`config.mk`:
```
export PLATFORM = sky130hd
export DESIGN_NAME = regfile_wb_queue
export DESIGN_NICKNAME = d
export VERILOG_FILES = /design/src/rtl/regfile_wb_queue.sv
export SDC_FILE = /design/constraint.sdc
export NUM_CORES = 1
export LEC_CHECK = 0
export ABC_AREA = 0
export BUFFER_PORTS_ARGS = -buffer_cell sky130_fd_sc_hd__buf_2
export CAP_MARGIN = 20
export CORE_UTILIZATION = 25
export DETAILED_ROUTE_END_ITERATION = 6
export SLEW_MARGIN = 30
export SYNTH_ARGS = -nofsm -noshare
export SYNTH_HDL_FRONTEND = slang
export SYNTH_SLANG_ARGS = --single-unit
export TNS_END_PERCENT = 100
```
`constraint.sdc`:
```
create_clock -name clk -period 3.1 [get_ports clk]
set_clock_uncertainty 0.2 [all_clocks]
set_input_delay 0.62 -clock clk [delete_from_list [all_inputs] [get_ports clk]]
set_output_delay 0.62 -clock clk [all_outputs]
set_load 0.02 [all_outputs]
```
`src/rtl/regfile_wb_queue.sv`:
```
// Register-file write-port arbiter: ALU writebacks merged with a FIFO of long-latency results.
// Define WBQ_FORWARD_EN to add fwd1/fwd2 data outputs for the youngest queued match.
module regfile_wb_queue #(
  parameter int DEPTH      = 4,
  parameter int STARVE_MAX = 7
) (
  input  logic                       clk,
  input  logic                       reset_n,
  input  logic                       alu_we,
  input  logic [4:0]                 alu_wa,
  input  logic [31:0]                alu_wd,
  output logic                       alu_stall,
  input  logic                       llu_valid,
  input  logic [4:0]                 llu_wa,
  input  logic [31:0]                llu_wd,
  output logic                       llu_ready,
  output logic                       we3,
  output logic [4:0]                 wa3,
  output logic [31:0]                wd3,
  input  logic [4:0]                 qa1,
  input  logic [4:0]                 qa2,
  output logic                       pend1,
  output logic                       pend2,
`ifdef WBQ_FORWARD_EN
  output logic [31:0]                fwd1,
  output logic [31:0]                fwd2,
`endif
  output logic [$clog2(DEPTH+1)-1:0] count
);
  localparam int CW = $clog2(DEPTH + 1);
  localparam int PW = $clog2(DEPTH);
  localparam int SW = $clog2(STARVE_MAX + 1);

  logic [4:0]    wa_q [DEPTH];
  logic [31:0]   wd_q [DEPTH];
  logic [PW-1:0] head_q, head_d, tail_q, tail_d;
  logic [CW-1:0] count_q, count_d;
  logic [SW-1:0] starve_q, starve_d;
  logic          we3_q, we3_d;
  logic [4:0]    wa3_q, wa3_d;
  logic [31:0]   wd3_q, wd3_d;
  logic          alu_win, pop, push, alu_hit;
  logic [31:0]   fwd1_c, fwd2_c;
  logic [PW-1:0] idx;

  assign alu_stall = reset_n && (starve_q == SW'(STARVE_MAX)) && (count_q != '0);
  assign llu_ready = reset_n && (count_q < CW'(DEPTH));
  assign alu_win   = !alu_stall && alu_we && (alu_wa != 5'd0);
  assign pop       = reset_n && (count_q != '0) && (alu_stall || !alu_win);
  assign push      = llu_valid && llu_ready && (llu_wa != 5'd0);

  // Walk oldest to youngest so the last match seen is the youngest entry.
  always_comb begin
    pend1   = 1'b0;
    pend2   = 1'b0;
    alu_hit = 1'b0;
    fwd1_c  = '0;
    fwd2_c  = '0;
    idx     = '0;
    for (int k = 0; k < DEPTH; k++) begin
      idx = head_q + PW'(k);
      if (CW'(k) < count_q) begin
        if (qa1 != 5'd0 && wa_q[idx] == qa1) begin
          pend1  = 1'b1;
          fwd1_c = wd_q[idx];
        end
        if (qa2 != 5'd0 && wa_q[idx] == qa2) begin
          pend2  = 1'b1;
          fwd2_c = wd_q[idx];
        end
        if (wa_q[idx] == alu_wa) alu_hit = 1'b1;
      end
    end
  end

`ifdef WBQ_FORWARD_EN
  assign fwd1 = fwd1_c;
  assign fwd2 = fwd2_c;
`endif

  always_comb begin
    head_d   = pop  ? head_q + PW'(1) : head_q;
    tail_d   = push ? tail_q + PW'(1) : tail_q;
    count_d  = count_q;
    if (push && !pop) count_d = count_q + CW'(1);
    else if (pop && !push) count_d = count_q - CW'(1);
    we3_d = 1'b0;
    wa3_d = wa3_q;
    wd3_d = wd3_q;
    if (pop) begin
      we3_d = 1'b1;
      wa3_d = wa_q[head_q];
      wd3_d = wd_q[head_q];
    end else if (alu_win) begin
      we3_d = 1'b1;
      wa3_d = alu_wa;
      wd3_d = alu_wd;
    end
    // A nonempty queue that did not pop means the ALU took the slot.
    if (pop || count_q == '0) starve_d = '0;
    else                      starve_d = starve_q + SW'(1);
  end

  always_ff @(posedge clk) begin
    if (!reset_n) begin
      head_q   <= '0;
      tail_q   <= '0;
      count_q  <= '0;
      starve_q <= '0;
      we3_q    <= 1'b0;
      wa3_q    <= '0;
      wd3_q    <= '0;
    end else begin
      head_q   <= head_d;
      tail_q   <= tail_d;
      count_q  <= count_d;
      starve_q <= starve_d;
      we3_q    <= we3_d;
      wa3_q    <= wa3_d;
      wd3_q    <= wd3_d;
    end
  end

  always_ff @(posedge clk) begin
    if (push) begin
      wa_q[tail_q] <= llu_wa;
      wd_q[tail_q] <= llu_wd;
    end
  end

  // An ALU write to a still-queued register would be overwritten later by the stale entry.
  always_ff @(posedge clk) begin
    if (reset_n && alu_win) assert (!alu_hit);
  end

  assign we3   = we3_q;
  assign wa3   = wa3_q;
  assign wd3   = wd3_q;
  assign count = count_q;
endmodule

```
==> flow_results.xml, run 1 <==
<?xml version="1.0" encoding="UTF-8"?>
<metrics>
  <group name="layout">
    <metric name="area_growth_from_synthesis_to_layout" unit="%">22.8</metric>
    <metric name="final_layout_size_suffix_gt1_share" unit="%">37.6</metric>
    <metric name="final_layout_fill_cell_count" unit="">3498</metric>
    <metric name="final_nets" unit="">785</metric>
    <metric name="mostFrequentLayoutCell" unit="">sky130_fd_sc_hd__edfxtp_1</metric>
    <metric name="stdcell_area" unit="sq um">10800</metric>
    <metric name="most-common-layout-cells" unit="">sky130_fd_sc_hd__edfxtp_1, sky130_fd_sc_hd__buf_2, sky130_fd_sc_hd__mux4_2</metric>
  </group>
  <group name="pwr">
    <metric name="cellLeakagePower" unit="nW">4.30</metric>
    <metric name="power.density_cell_area" unit="nW/um^2">643</metric>
    <metric name="power.ir.vdd_worst" unit="V">0.000301</metric>
  </group>
  <group name="logic_synthesis">
    <metric name="yosys.area_share.xor_xnor" unit="%">4.69</metric>
    <metric name="synth-compound-area-share" unit="%">5.82</metric>
    <metric name="postSynth.topFlopCell" unit="">sky130_fd_sc_hd__edfxtp_1</metric>
    <metric name="synth_top_cells_by_area" unit="">sky130_fd_sc_hd__edfxtp_1, sky130_fd_sc_hd__mux4_2, sky130_fd_sc_hd__dfxtp_1</metric>
    <metric name="yosysTopAreaCell" unit="">sky130_fd_sc_hd__edfxtp_1</metric>
    <metric name="synth_edf_count" unit="">148</metric>
    <metric name="netlist_area" unit="sq um">8780</metric>
    <metric name="syn_inst" unit="">549</metric>
    <metric name="synth_warn" unit="">0</metric>
    <metric name="yosys.area.top_type_share" unit="%">50.6</metric>
    <metric name="syn_nets" unit="">648</metric>
    <metric name="syn_area_per_cell" unit="sq um">16.0</metric>
    <metric name="synth_async_sr_flop_share" unit="%">0</metric>
    <metric name="synthSimpleGateAreaFrac" unit="%">4.93</metric>
    <metric name="synth_top_family_by_area" unit="">multiplexers</metric>
    <metric name="ys_ff_latch" unit="">198</metric>
    <metric name="synth.distinct_cells" unit="">43</metric>
    <metric name="synthMuxAreaShare" unit="%">18.4</metric>
    <metric name="adder_cell_area_share_of_the_yosys_netlist" unit="%">1.57</metric>
    <metric name="portion_of_the_post_synthesis_area_used_by_sequential_elements" unit="%">62.0</metric>
  </group>
  <group name="sta">
    <metric name="final-setup-viol-count" unit="">2</metric>
    <metric name="final_hold_viol_count" unit="">0</metric>
    <metric name="setup_repair_after_global_routing_missed_its_margin" unit="">yes</metric>
    <metric name="final_cycle_utilization_of_the_critical_path" unit="%">104</metric>
    <metric name="slew_headroom" unit="%">60.2</metric>
    <metric name="transition_time_at_the_pin_with_the_least_slew_margin" unit="ps">596</metric>
    <metric name="fin_crit" unit="ps">3230</metric>
    <metric name="drv_slew" unit="">0</metric>
    <metric name="max_clock_freq" unit="MHz">309</metric>
    <metric name="fin_setup_tns" unit="ps">-213</metric>
    <metric name="postLayoutSetupSlackWorst" unit="ps">-135</metric>
  </group>
  <group name="grt">
    <metric name="number_of_global_route_vias_before_repair" unit="">5125</metric>
    <metric name="grt.total_usage" unit="%">11.8</metric>
    <metric name="grt_first_pass_wirelength" unit="microns">31200</metric>
    <metric name="grt_overflow_total" unit="">0</metric>
    <metric name="grt_max_degree" unit="">47</metric>
    <metric name="antenna_found_initial" unit="">3</metric>
  </group>
  <group name="detailed_routing">
    <metric name="wirelength" unit="microns">20900</metric>
    <metric name="detailedRoute.firstPassIterationCount" unit="">4</metric>
    <metric name="detailedRoute.firstIterationViolations" unit="">347</metric>
    <metric name="drt.antenna.violating_nets" unit="">0</metric>
    <metric name="wl_per_cell" unit="microns">18.1</metric>
    <metric name="post_drt_via_cell_ratio" unit="">4.40</metric>
    <metric name="route.vias.total" unit="">5077</metric>
    <metric name="drcViolationCount" unit="">0</metric>
  </group>
  <group name="min_path">
    <metric name="hold_start" unit="">llu_wd[25]</metric>
    <metric name="hp-class" unit="">in -&gt; reg</metric>
    <metric name="min_path_cells" unit="">1</metric>
    <metric name="timing.hold.worst_endpoint" unit="">wd_q[2][25]$_DFFE_PP_</metric>
  </group>
  <group name="placed_design">
    <metric name="placer_congestion_estimate" unit="">0.836</metric>
    <metric name="dp_hpwl" unit="microns">14300</metric>
    <metric name="placement.cell_area" unit="sq um">10100</metric>
    <metric name="port-buffer-count" unit="">132</metric>
  </group>
  <group name="status">
    <metric name="run_status" unit="">complete, but fails checks</metric>
    <metric name="violations" unit="">setup timing</metric>
  </group>
  <group name="die">
    <metric name="die_h" unit="microns">189</metric>
    <metric name="io-pin-count" unit="">133</metric>
    <metric name="core_area" unit="sq um">34500</metric>
    <metric name="floorplan.die.width" unit="microns">189</metric>
    <metric name="floorplan.rows" unit="">68</metric>
    <metric name="design.die.area" unit="sq um">35900</metric>
    <metric name="initial_core_util" unit="%">25.4</metric>
  </group>
  <group name="clocking">
    <metric name="cts_tree" unit="">yes</metric>
    <metric name="cts_buffers" unit="">17</metric>
    <metric name="number_of_sinks_driven_by_the_clock_tree" unit="">198</metric>
    <metric name="htree_num_levels" unit="">4</metric>
    <metric name="clock_tree.root_cell" unit="">sky130_fd_sc_hd__clkbuf_16</metric>
    <metric name="clk_pin_slew_worst_paths" unit="ps">80</metric>
    <metric name="clkLatencyLatePin" unit="ps">440</metric>
    <metric name="clock_path_buffers" unit="">2</metric>
  </group>
  <group name="critical_path">
    <metric name="worst-r2r-setup-slack" unit="ps">650</metric>
    <metric name="critPathArrivalTime" unit="ps">2410</metric>
    <metric name="worstReg2RegStart" unit="">count[1]$_SDFFE_PN0P_</metric>
    <metric name="crit_path_end_kind" unit="">output port</metric>
    <metric name="r2r_cells" unit="">10</metric>
    <metric name="r2r-end" unit="">wd3[24]$_SDFFE_PN0P_</metric>
    <metric name="worst-endpoint-required" unit="ps">2280</metric>
    <metric name="path_max_fanout" unit="">6</metric>
    <metric name="worst_setup_path_start_kind" unit="">register</metric>
    <metric name="timing.setup.critical_path_class" unit="">reg -&gt; out</metric>
  </group>
  <group name="flow_run">
    <metric name="maxCapViolations" unit="">0</metric>
  </group>
</metrics>
## per-layer routing
| layer | wire length, microns | global-route usage (%) | part of all wire [%] |
|---|---|---|---|
| met1 | 9550 | 15.2 | 46 |
| met2 | 10100 | 19.1 | 49 |
| met3 | 938 | 2.97 | 4.5 |
| met5 | 13 | 0 | 0.062 |
| met4 | 235 | 4.00 | 1.1 |
## registers in the layout, indices dropped and copies added, names as in the netlist, named ones only
register and count:
starve_q 3, wd3 32, wa_q 20, tail_q 2, wa3 5, wd_q 128
head_q 2, we3 1, count 3
## cell usage after synthesis, drive strengths merged, types with 5 or more instances
library cell	count
clkbuf	23
o211a	37
buf	18
o21ai	8
dfxtp	50
nand3	6
and2	13
xnor2	30
edfxtp	148
mux2i	50
nor3	7
mux4	48
ha	11
inv	7
xor2	17
a21oi	5
nand2	39
## power breakdown
group | total [mW] | internal [mW] | switching, mW | leakage, nW
Sequential | 3.16 | 3.05 | 0.115 | 1.76
Clock | 2.21 | 1.15 | 1.07 | 0.288
Combinational | 1.56 | 0.724 | 0.841 | 2.26
## critical path: stages (launching register included)
cell and delay [ps]:
sky130_fd_sc_hd__dfxtp_4 390, sky130_fd_sc_hd__buf_12 130, sky130_fd_sc_hd__mux4_2 540, sky130_fd_sc_hd__xor2_1 170, sky130_fd_sc_hd__nor4_2 270, sky130_fd_sc_hd__a31oi_1 120, sky130_fd_sc_hd__a21oi_1 190, sky130_fd_sc_hd__buf_4 170
## metrics by stage
stage / setup WS [ps] / util (%) / std cells / power, mW / hold slack [ps]
6_report: -135 / 31.2 / 1155 / 6.94 / 187
5_1_grt: -236 / 31.2 / 1155 / 7.26 / 163
4_1_cts: -175 / 31.0 / 1151 / 7.01 / 162
3_5_place_dp: 130 / 29.1 / 1117 / 4.74 / 236
3_3_place_gp: 134 / 29.1 / 1117 / 4.73 / 222
2_1_floorplan: 85.1 / - / 549 / 4.26 / 207
## how the worst max path moves through the flow
| stage | startpoint | end | slack, ps |
|---|---|---|---|
| floorplan | reset_n | wa_q[2][0]$_DFFE_PP_ | 90 |
| global placement | head_q[1]$_SDFFE_PN0N_ | pend2 | 130 |
| detailed placement | head_q[1]$_SDFFE_PN0N_ | pend2 | 130 |
| CTS | head_q[0]$_SDFFE_PN0N_ | pend2 | -170 |
| global route | head_q[0]$_SDFFE_PN0N_ | pend2 | -240 |
| finish | head_q[0]$_SDFFE_PN0N_ | pend2 | -130 |
## area by class of cell
class	count	area [sq um]	share of cell area [%]
flip-flops and latches	198	5460	50.6
multi-input cells	303	3170	29.4
repair buffers	159	973	9.03
well taps	455	569	5.28
clock buffers	17	425	3.94
clock inverters	15	160	1.49
inverters	7	26.3	0.244
diodes	1	2.50	0.0232
## cells by family after synthesis
family	Yosys count
multiplexers	100
AO/OA/AOI/OAI	59
buffers and inverters	48
XOR/XNOR	47
flip-flops	198
adder cells (fa/ha/maj)	11
AND/OR/NAND/NOR	86
## timing repair
action / CTS / global route
gates cloned: 1 / 1
hold buffers: 0 / 0
pin swaps: 1 / 2
resized for setup: 7 / 12
endpoints found under the setup margin: 2 / 2
setup buffers: 1 / 2
(Power assumes the default switching activity.)
==> inputs of run 2 (changes only) <==
- ABC_AREA: 0 -> 1
- CORE_UTILIZATION: 25 -> 40
==> run 2 against run 1 <==
Effect of this change:
- area after synthesis grew 4.4%
- combinational power shrank 9.6%
- maximum frequency grew 11%
- critical endpoint is now pend1
- hold slack gained 12 ps
- highest routed layer unchanged
- via count grew 45%
- the run now ends clean
- die area shrank 34%
- wire length grew 15%
- critical path depth grew 5
- sequential share of layout area shrank 0.16 points
==> flow_results.xml, run 2 <==
<?xml version="1.0" encoding="UTF-8"?>
<metrics>
  <group name="layout">
    <metric name="final_core_util" unit="%">47.9</metric>
    <metric name="most-common-layout-cells" unit="">sky130_fd_sc_hd__nand2_1, sky130_fd_sc_hd__edfxtp_1, sky130_fd_sc_hd__buf_2</metric>
    <metric name="mostFrequentLayoutCell" unit="">sky130_fd_sc_hd__nand2_1</metric>
    <metric name="final_layout_fill_cell_count" unit="">2159</metric>
    <metric name="instances_no_fill" unit="">1413</metric>
    <metric name="antennaDiodeCount" unit="">0</metric>
    <metric name="largest_register_ffs" unit="">128</metric>
    <metric name="final_layout_size_suffix_gt1_share" unit="%">20.6</metric>
    <metric name="largest_register" unit="">wd_q</metric>
    <metric name="multi_input_comb_area" unit="sq um">3300</metric>
    <metric name="final_nets" unit="">1214</metric>
    <metric name="seqCellArea" unit="sq um">5460</metric>
    <metric name="area_growth_from_synthesis_to_layout" unit="%">18.0</metric>
  </group>
  <group name="critical_path">
    <metric name="critPathArrivalTime" unit="ps">2100</metric>
    <metric name="crit_path_end_kind" unit="">output port</metric>
    <metric name="worst-endpoint-required" unit="ps">2280</metric>
    <metric name="timing.setup.critical_path_class" unit="">reg -&gt; out</metric>
    <metric name="path_max_fanout" unit="">7</metric>
    <metric name="worst_setup_path_start_kind" unit="">register</metric>
    <metric name="worst-r2r-setup-slack" unit="ps">760</metric>
  </group>
  <group name="clocking">
    <metric name="clkLatencyLatePin" unit="ps">440</metric>
    <metric name="cts_buffers" unit="">17</metric>
    <metric name="post_cts_hold_buffer_count" unit="">0</metric>
    <metric name="clock_path_buffers" unit="">2</metric>
    <metric name="clk_pin_slew_worst_paths" unit="ps">70</metric>
    <metric name="number_of_sinks_driven_by_the_clock_tree" unit="">198</metric>
    <metric name="clock_tree.root_cell" unit="">sky130_fd_sc_hd__clkbuf_16</metric>
    <metric name="htree_num_levels" unit="">4</metric>
    <metric name="cts_tree" unit="">yes</metric>
  </group>
  <group name="sta">
    <metric name="drv_slew" unit="">0</metric>
    <metric name="postLayoutSetupSlackWorst" unit="ps">175</metric>
    <metric name="transition_time_at_the_pin_with_the_least_slew_margin" unit="ps">540</metric>
    <metric name="fin_setup_tns" unit="ps">0</metric>
    <metric name="final_cycle_utilization_of_the_critical_path" unit="%">94.3</metric>
    <metric name="slew_headroom" unit="%">64.0</metric>
    <metric name="final-setup-viol-count" unit="">0</metric>
    <metric name="final_hold_viol_count" unit="">0</metric>
    <metric name="max_clock_freq" unit="MHz">342</metric>
    <metric name="fin_crit" unit="ps">2920</metric>
  </group>
  <group name="detailed_routing">
    <metric name="drcViolationCount" unit="">0</metric>
    <metric name="detailedRoute.firstPassIterationCount" unit="">5</metric>
    <metric name="drt.antenna.violating_nets" unit="">0</metric>
    <metric name="detailedRoute.firstIterationViolations" unit="">532</metric>
    <metric name="post_drt_via_cell_ratio" unit="">5.21</metric>
    <metric name="wl_per_cell" unit="microns">16.9</metric>
    <metric name="wirelength" unit="microns">23900</metric>
    <metric name="route.vias.total" unit="">7366</metric>
  </group>
  <group name="placed_design">
    <metric name="placer_congestion_estimate" unit="">0.935</metric>
    <metric name="dp_hpwl" unit="microns">16100</metric>
    <metric name="place_worst_setup_slack" unit="ps">384</metric>
    <metric name="port-buffer-count" unit="">132</metric>
    <metric name="post-place-cells" unit="">1376</metric>
  </group>
  <group name="logic_synthesis">
    <metric name="synth.distinct_cells" unit="">29</metric>
    <metric name="syn_area_per_cell" unit="sq um">9.30</metric>
    <metric name="netlist_area" unit="sq um">9170</metric>
    <metric name="synth_top_cells_by_area" unit="">sky130_fd_sc_hd__edfxtp_1, sky130_fd_sc_hd__dfxtp_1, sky130_fd_sc_hd__nand2_1</metric>
    <metric name="ys_top_cells_by_count" unit="">sky130_fd_sc_hd__nand2_1, sky130_fd_sc_hd__edfxtp_1, sky130_fd_sc_hd__nor2_1</metric>
    <metric name="yosys.area.top_type_share" unit="%">48.5</metric>
    <metric name="portion_of_the_post_synthesis_area_used_by_sequential_elements" unit="%">59.4</metric>
    <metric name="yosysTopAreaCell" unit="">sky130_fd_sc_hd__edfxtp_1</metric>
    <metric name="synth_most_common_cell" unit="">sky130_fd_sc_hd__nand2_1</metric>
    <metric name="synth_warn" unit="">0</metric>
    <metric name="syn_nets" unit="">1085</metric>
    <metric name="synth_async_sr_flop_share" unit="%">0</metric>
    <metric name="ys_ff_latch" unit="">198</metric>
    <metric name="postSynth.topFlopCell" unit="">sky130_fd_sc_hd__edfxtp_1</metric>
    <metric name="synth_edf_count" unit="">148</metric>
    <metric name="syn_inst" unit="">986</metric>
  </group>
  <group name="die">
    <metric name="floorplan.die.width" unit="microns">153</metric>
    <metric name="io-pin-count" unit="">133</metric>
    <metric name="initial_core_util" unit="%">40.6</metric>
    <metric name="core_area" unit="sq um">22600</metric>
    <metric name="die_h" unit="microns">153</metric>
    <metric name="floorplan.rows" unit="">55</metric>
    <metric name="design.die.area" unit="sq um">23500</metric>
  </group>
  <group name="pwr">
    <metric name="power.ir.vdd_worst" unit="V">0.000445</metric>
    <metric name="total_power" unit="mW">6.63</metric>
    <metric name="power.density_cell_area" unit="nW/um^2">613</metric>
    <metric name="cellLeakagePower" unit="nW">4.56</metric>
  </group>
  <group name="flow_run">
    <metric name="maxCapViolations" unit="">0</metric>
  </group>
  <group name="grt">
    <metric name="grt_overflow_total" unit="">0</metric>
    <metric name="grt.total_usage" unit="%">20.7</metric>
    <metric name="antenna_found_initial" unit="">3</metric>
    <metric name="grt_max_degree" unit="">44</metric>
    <metric name="number_of_global_route_vias_before_repair" unit="">6785</metric>
    <metric name="grt_first_pass_wirelength" unit="microns">37000</metric>
  </group>
  <group name="min_path">
    <metric name="hp-class" unit="">in -&gt; reg</metric>
  </group>
  <group name="status">
    <metric name="run_status" unit="">finished, final reports clean</metric>
  </group>
</metrics>
run 2: final cells by class:
cell class	instances	area share, %
flip-flops and latches	198	50.5
multi-input cells	688	30.5
repair buffers	162	8.70
clock buffers	17	3.93
well taps	285	3.30
inverters	48	1.76
clock inverters	15	1.39
run 2: final timing paths:
| kind | startpoint | to | depth (start not counted) |
|---|---|---|---|
| worst min-delay path | llu_wd[30] | wd_q[1][30]$_DFFE_PP_ | 1 |
| worst max register to register | count[0]$_SDFFE_PN0P_ | count[2]$_SDFFE_PN0P_ | 11 |
| worst max-delay path | register | pend1 | 12 |
| worst min register to register | starve_q[0]$_SDFF_PP0_ | starve_q[0]$_SDFF_PP0_ | 1 |
run 2: timing repair:
item | 4_1_cts | 5_1_grt
buffers inserted | 0 | 4
resized for setup | 4 | 21
setup endpoints to repair | 2 | 2
gates cloned | 0 | 1
run 2: logic make-up (layout without fill, tap and decap cells):
kind of cell               after synthesis  count (layout)  share of synthesized area, %
DFF                                    198             198                          59.4
adders and majority gates               11              11                          1.50
buffers and inverters                  100             242                          5.32
xor gates and xnor gates                 3               3                         0.287
and+or+nand+nor                        472             472                          20.9
muxes                                    1               1                         0.109
AOI/OAI and AO/OA                      201             201                          12.4
run 2: through the flow:
step                instance area [sq um]  hold WS (ps)
finish                              10800           199
global route                        10800           178
CTS                                 10700           177
detailed placement                  10100           218
global placement                    10100           211
floorplan                            9170           199
run 2: critical path: stages (launching register included):
cell and delay (ps):
sky130_fd_sc_hd__dfxtp_4 390, sky130_fd_sc_hd__buf_4 160, sky130_fd_sc_hd__nand2_1 50, sky130_fd_sc_hd__nand3_1 110, sky130_fd_sc_hd__nand2_1 120, sky130_fd_sc_hd__nand2_1 90
sky130_fd_sc_hd__o21ai_0 90, sky130_fd_sc_hd__nor2_1 150, sky130_fd_sc_hd__nand2_1 100, sky130_fd_sc_hd__nand2_1 80, sky130_fd_sc_hd__nand2_1 60, sky130_fd_sc_hd__a21oi_2 100
sky130_fd_sc_hd__buf_2 160
run 2: report_power, final:
part / switching [mW] / internal, mW
combinational: 0.950 / 0.458
sequential: 0.0812 / 3.00
clock: 1.01 / 1.13
total: 2.04 / 4.59
run 2: metal layers:
metal / up-vias / global-route usage, % / share of wire, %
met1: 3514 / 26.8 / 45
li1: 3633 / - / -
met5: - / 0 / 0.15
met4: 6 / 6.81 / 1.8
met3: 29 / 4.14 / 4.9
met2: 184 / 34.6 / 48
==> inputs of run 3 (changes only) <==
- RECOVER_POWER: not set -> 100
==> run 3 against run 2 <==
Effect of this change:
- maximum frequency increased by 0.11%
- combinational power fell by 4%
- wire length rose by 0.29%
- sequential power hardly changed
- die area is the same
- sequential share of layout area increased by 0.71 points
- count of clock-buffer cells in the layout is the same
- non-clock buffer count stayed put
- core utilization down 0.67 points
- largest power group unchanged
==> flow_results.xml, run 3 (same netlist as run 2, synthesis figures left out) <==
<?xml version="1.0" encoding="UTF-8"?>
<metrics>
  <group name="clocking">
    <metric name="cts_tree" unit="">yes</metric>
    <metric name="number_of_sinks_driven_by_the_clock_tree" unit="">198</metric>
    <metric name="clkLatencyLatePin" unit="ps">440</metric>
    <metric name="clock_path_buffers" unit="">2</metric>
    <metric name="cts_buffers" unit="">17</metric>
    <metric name="post_cts_hold_buffer_count" unit="">0</metric>
    <metric name="clock_tree.root_cell" unit="">sky130_fd_sc_hd__clkbuf_16</metric>
    <metric name="clk_pin_slew_worst_paths" unit="ps">70</metric>
    <metric name="htree_num_levels" unit="">4</metric>
  </group>
  <group name="layout">
    <metric name="antennaDiodeCount" unit="">0</metric>
    <metric name="largest_register_ffs" unit="">128</metric>
    <metric name="area_growth_from_synthesis_to_layout" unit="%">16.4</metric>
    <metric name="largest_register" unit="">wd_q</metric>
    <metric name="mostFrequentLayoutCell" unit="">sky130_fd_sc_hd__nand2_1</metric>
    <metric name="most-common-layout-cells" unit="">sky130_fd_sc_hd__nand2_1, sky130_fd_sc_hd__edfxtp_1, sky130_fd_sc_hd__o21ai_0</metric>
    <metric name="final_nets" unit="">1214</metric>
    <metric name="final_core_util" unit="%">47.3</metric>
    <metric name="instances_no_fill" unit="">1413</metric>
    <metric name="final_layout_size_suffix_gt1_share" unit="%">12.9</metric>
  </group>
  <group name="detailed_routing">
    <metric name="drt.antenna.violating_nets" unit="">0</metric>
    <metric name="detailedRoute.firstPassIterationCount" unit="">5</metric>
    <metric name="wirelength" unit="microns">24000</metric>
    <metric name="wl_per_cell" unit="microns">17.0</metric>
    <metric name="detailedRoute.firstIterationViolations" unit="">495</metric>
    <metric name="drcViolationCount" unit="">0</metric>
    <metric name="post_drt_via_cell_ratio" unit="">5.21</metric>
    <metric name="route.vias.total" unit="">7355</metric>
  </group>
  <group name="min_path">
    <metric name="timing.hold.worst_endpoint" unit="">starve_q[0]$_SDFF_PP0_</metric>
    <metric name="hold_start" unit="">starve_q[0]$_SDFF_PP0_</metric>
    <metric name="min_path_cells" unit="">1</metric>
    <metric name="hp-class" unit="">reg -&gt; reg</metric>
  </group>
  <group name="pwr">
    <metric name="power.ir.vdd_worst" unit="V">0.000445</metric>
    <metric name="p_sw_share" unit="%">30.8</metric>
    <metric name="cellLeakagePower" unit="nW">4.28</metric>
    <metric name="p_clk_share" unit="%">32.5</metric>
    <metric name="proportion_of_power_drawn_by_combinational_gates" unit="%">20.6</metric>
    <metric name="p_sw" unit="mW">2.03</metric>
    <metric name="cellInternalPower" unit="mW">4.55</metric>
    <metric name="power.density_cell_area" unit="nW/um^2">617</metric>
    <metric name="seq_power_share" unit="%">46.9</metric>
  </group>
  <group name="sta">
    <metric name="max_clock_freq" unit="MHz">342</metric>
    <metric name="fin_crit" unit="ps">2920</metric>
    <metric name="final_cycle_utilization_of_the_critical_path" unit="%">94.2</metric>
    <metric name="final-setup-viol-count" unit="">0</metric>
    <metric name="drv_slew" unit="">0</metric>
    <metric name="transition_time_at_the_pin_with_the_least_slew_margin" unit="ps">937</metric>
    <metric name="slew_headroom" unit="%">37.3</metric>
    <metric name="final_hold_viol_count" unit="">0</metric>
    <metric name="postLayoutSetupSlackWorst" unit="ps">178</metric>
  </group>
  <group name="die">
    <metric name="core_area" unit="sq um">22600</metric>
    <metric name="design.die.area" unit="sq um">23500</metric>
    <metric name="floorplan.rows" unit="">55</metric>
    <metric name="io-pin-count" unit="">133</metric>
    <metric name="floorplan.die.width" unit="microns">153</metric>
    <metric name="die_h" unit="microns">153</metric>
    <metric name="initial_core_util" unit="%">40.6</metric>
  </group>
  <group name="critical_path">
    <metric name="worst-endpoint-required" unit="ps">2280</metric>
    <metric name="worstReg2RegStart" unit="">count[0]$_SDFFE_PN0P_</metric>
    <metric name="worst-r2r-setup-slack" unit="ps">270</metric>
    <metric name="worst_setup_path_start_kind" unit="">register</metric>
    <metric name="crit_path_end_kind" unit="">output port</metric>
    <metric name="path_max_fanout" unit="">7</metric>
    <metric name="r2r-end" unit="">wa3[4]$_SDFFE_PN0P_</metric>
    <metric name="timing.setup.critical_path_class" unit="">reg -&gt; out</metric>
    <metric name="r2r_cells" unit="">9</metric>
    <metric name="critPathArrivalTime" unit="ps">2100</metric>
  </group>
  <group name="placed_design">
    <metric name="placer_congestion_estimate" unit="">0.935</metric>
    <metric name="port-buffer-count" unit="">132</metric>
    <metric name="dp_hpwl" unit="microns">16100</metric>
    <metric name="place_worst_setup_slack" unit="ps">384</metric>
    <metric name="post-place-cells" unit="">1376</metric>
  </group>
  <group name="grt">
    <metric name="grt_first_pass_wirelength" unit="microns">37000</metric>
    <metric name="grt_overflow_total" unit="">0</metric>
    <metric name="number_of_global_route_vias_before_repair" unit="">6785</metric>
    <metric name="grt.total_usage" unit="%">20.7</metric>
    <metric name="antenna_found_initial" unit="">0</metric>
    <metric name="grt_max_degree" unit="">44</metric>
  </group>
  <group name="status">
    <metric name="run_status" unit="">finished, final reports clean</metric>
  </group>
  <group name="flow_run">
    <metric name="maxCapViolations" unit="">0</metric>
  </group>
</metrics>
[run 3: power groups by stage]
stage / Clock, mW / Combinational (mW) / Sequential (mW)
2_1_floorplan: 0 / 0.856 / 3.22
3_3_place_gp: 0 / 1.36 / 3.14
3_5_place_dp: 0 / 1.37 / 3.14
4_1_cts: 2.17 / 1.38 / 3.08
5_1_grt: 2.28 / 1.51 / 3.10
6_report: 2.14 / 1.36 / 3.09
[run 3: routing by layer]
metal / routed length (microns) / GRT usage (%) / vias up
met4: 422 / 6.81 / 0
met3: 1270 / 4.14 / 23
li1: - / - / 3635
met2: 11700 / 34.6 / 177
met1: 10600 / 26.8 / 3520
met5: 0 / 0 / -
[run 3: layout make-up]
class | count | area [sq um]
fillers | 2213 | 11900
multi-input cells | 688 | 3280
repair buffers | 162 | 810
well taps | 285 | 357
flip-flops and latches | 198 | 5460
clock buffers | 17 | 425
inverters | 48 | 190
clock inverters | 15 | 150
[run 3: timing repair]
| item | CTS | global route |
|---|---|---|
| gates resized for setup | 4 | 21 |
| buffers inserted | 0 | 4 |
| endpoints found under the setup margin | 2 | 2 |
| gates cloned | 0 | 1 |
[run 3: how the worst max path moves through the flow]
stage | end | cells past startpoint | slack (ps)
after floorplan | wa_q[0][0]$_DFFE_PP_ | 5 | -540
after global placement | pend1 | 12 | 420
after detailed placement | pend1 | 11 | 380
after CTS | pend1 | 11 | 30
after global routing | pend1 | 12 | -3
final | pend1 | 12 | 180
[run 3: critical path, cell delays in order (launching register included)]
cell,delay [ps]
sky130_fd_sc_hd__dfxtp_4,390
sky130_fd_sc_hd__buf_4,160
sky130_fd_sc_hd__nand2_1,50
sky130_fd_sc_hd__nand3_1,110
sky130_fd_sc_hd__nand2_1,120
sky130_fd_sc_hd__nand2_1,90
sky130_fd_sc_hd__o21ai_0,90
sky130_fd_sc_hd__nor2_1,160
sky130_fd_sc_hd__nand2_1,100
sky130_fd_sc_hd__nand2_1,80
sky130_fd_sc_hd__nand2_1,60
sky130_fd_sc_hd__a21oi_2,100
sky130_fd_sc_hd__buf_2,160
[run 3: per-stage QoR]
stage,hold WS (ps),area [sq um],power [mW],setup TNS (ps)
6_report,224,10700,6.58,0
5_1_grt,220,10700,6.90,-3.42
4_1_cts,177,10700,6.64,0
3_5_place_dp,218,10100,4.51,0
3_3_place_gp,211,10100,4.50,0
2_1_floorplan,199,9170,4.07,-79930
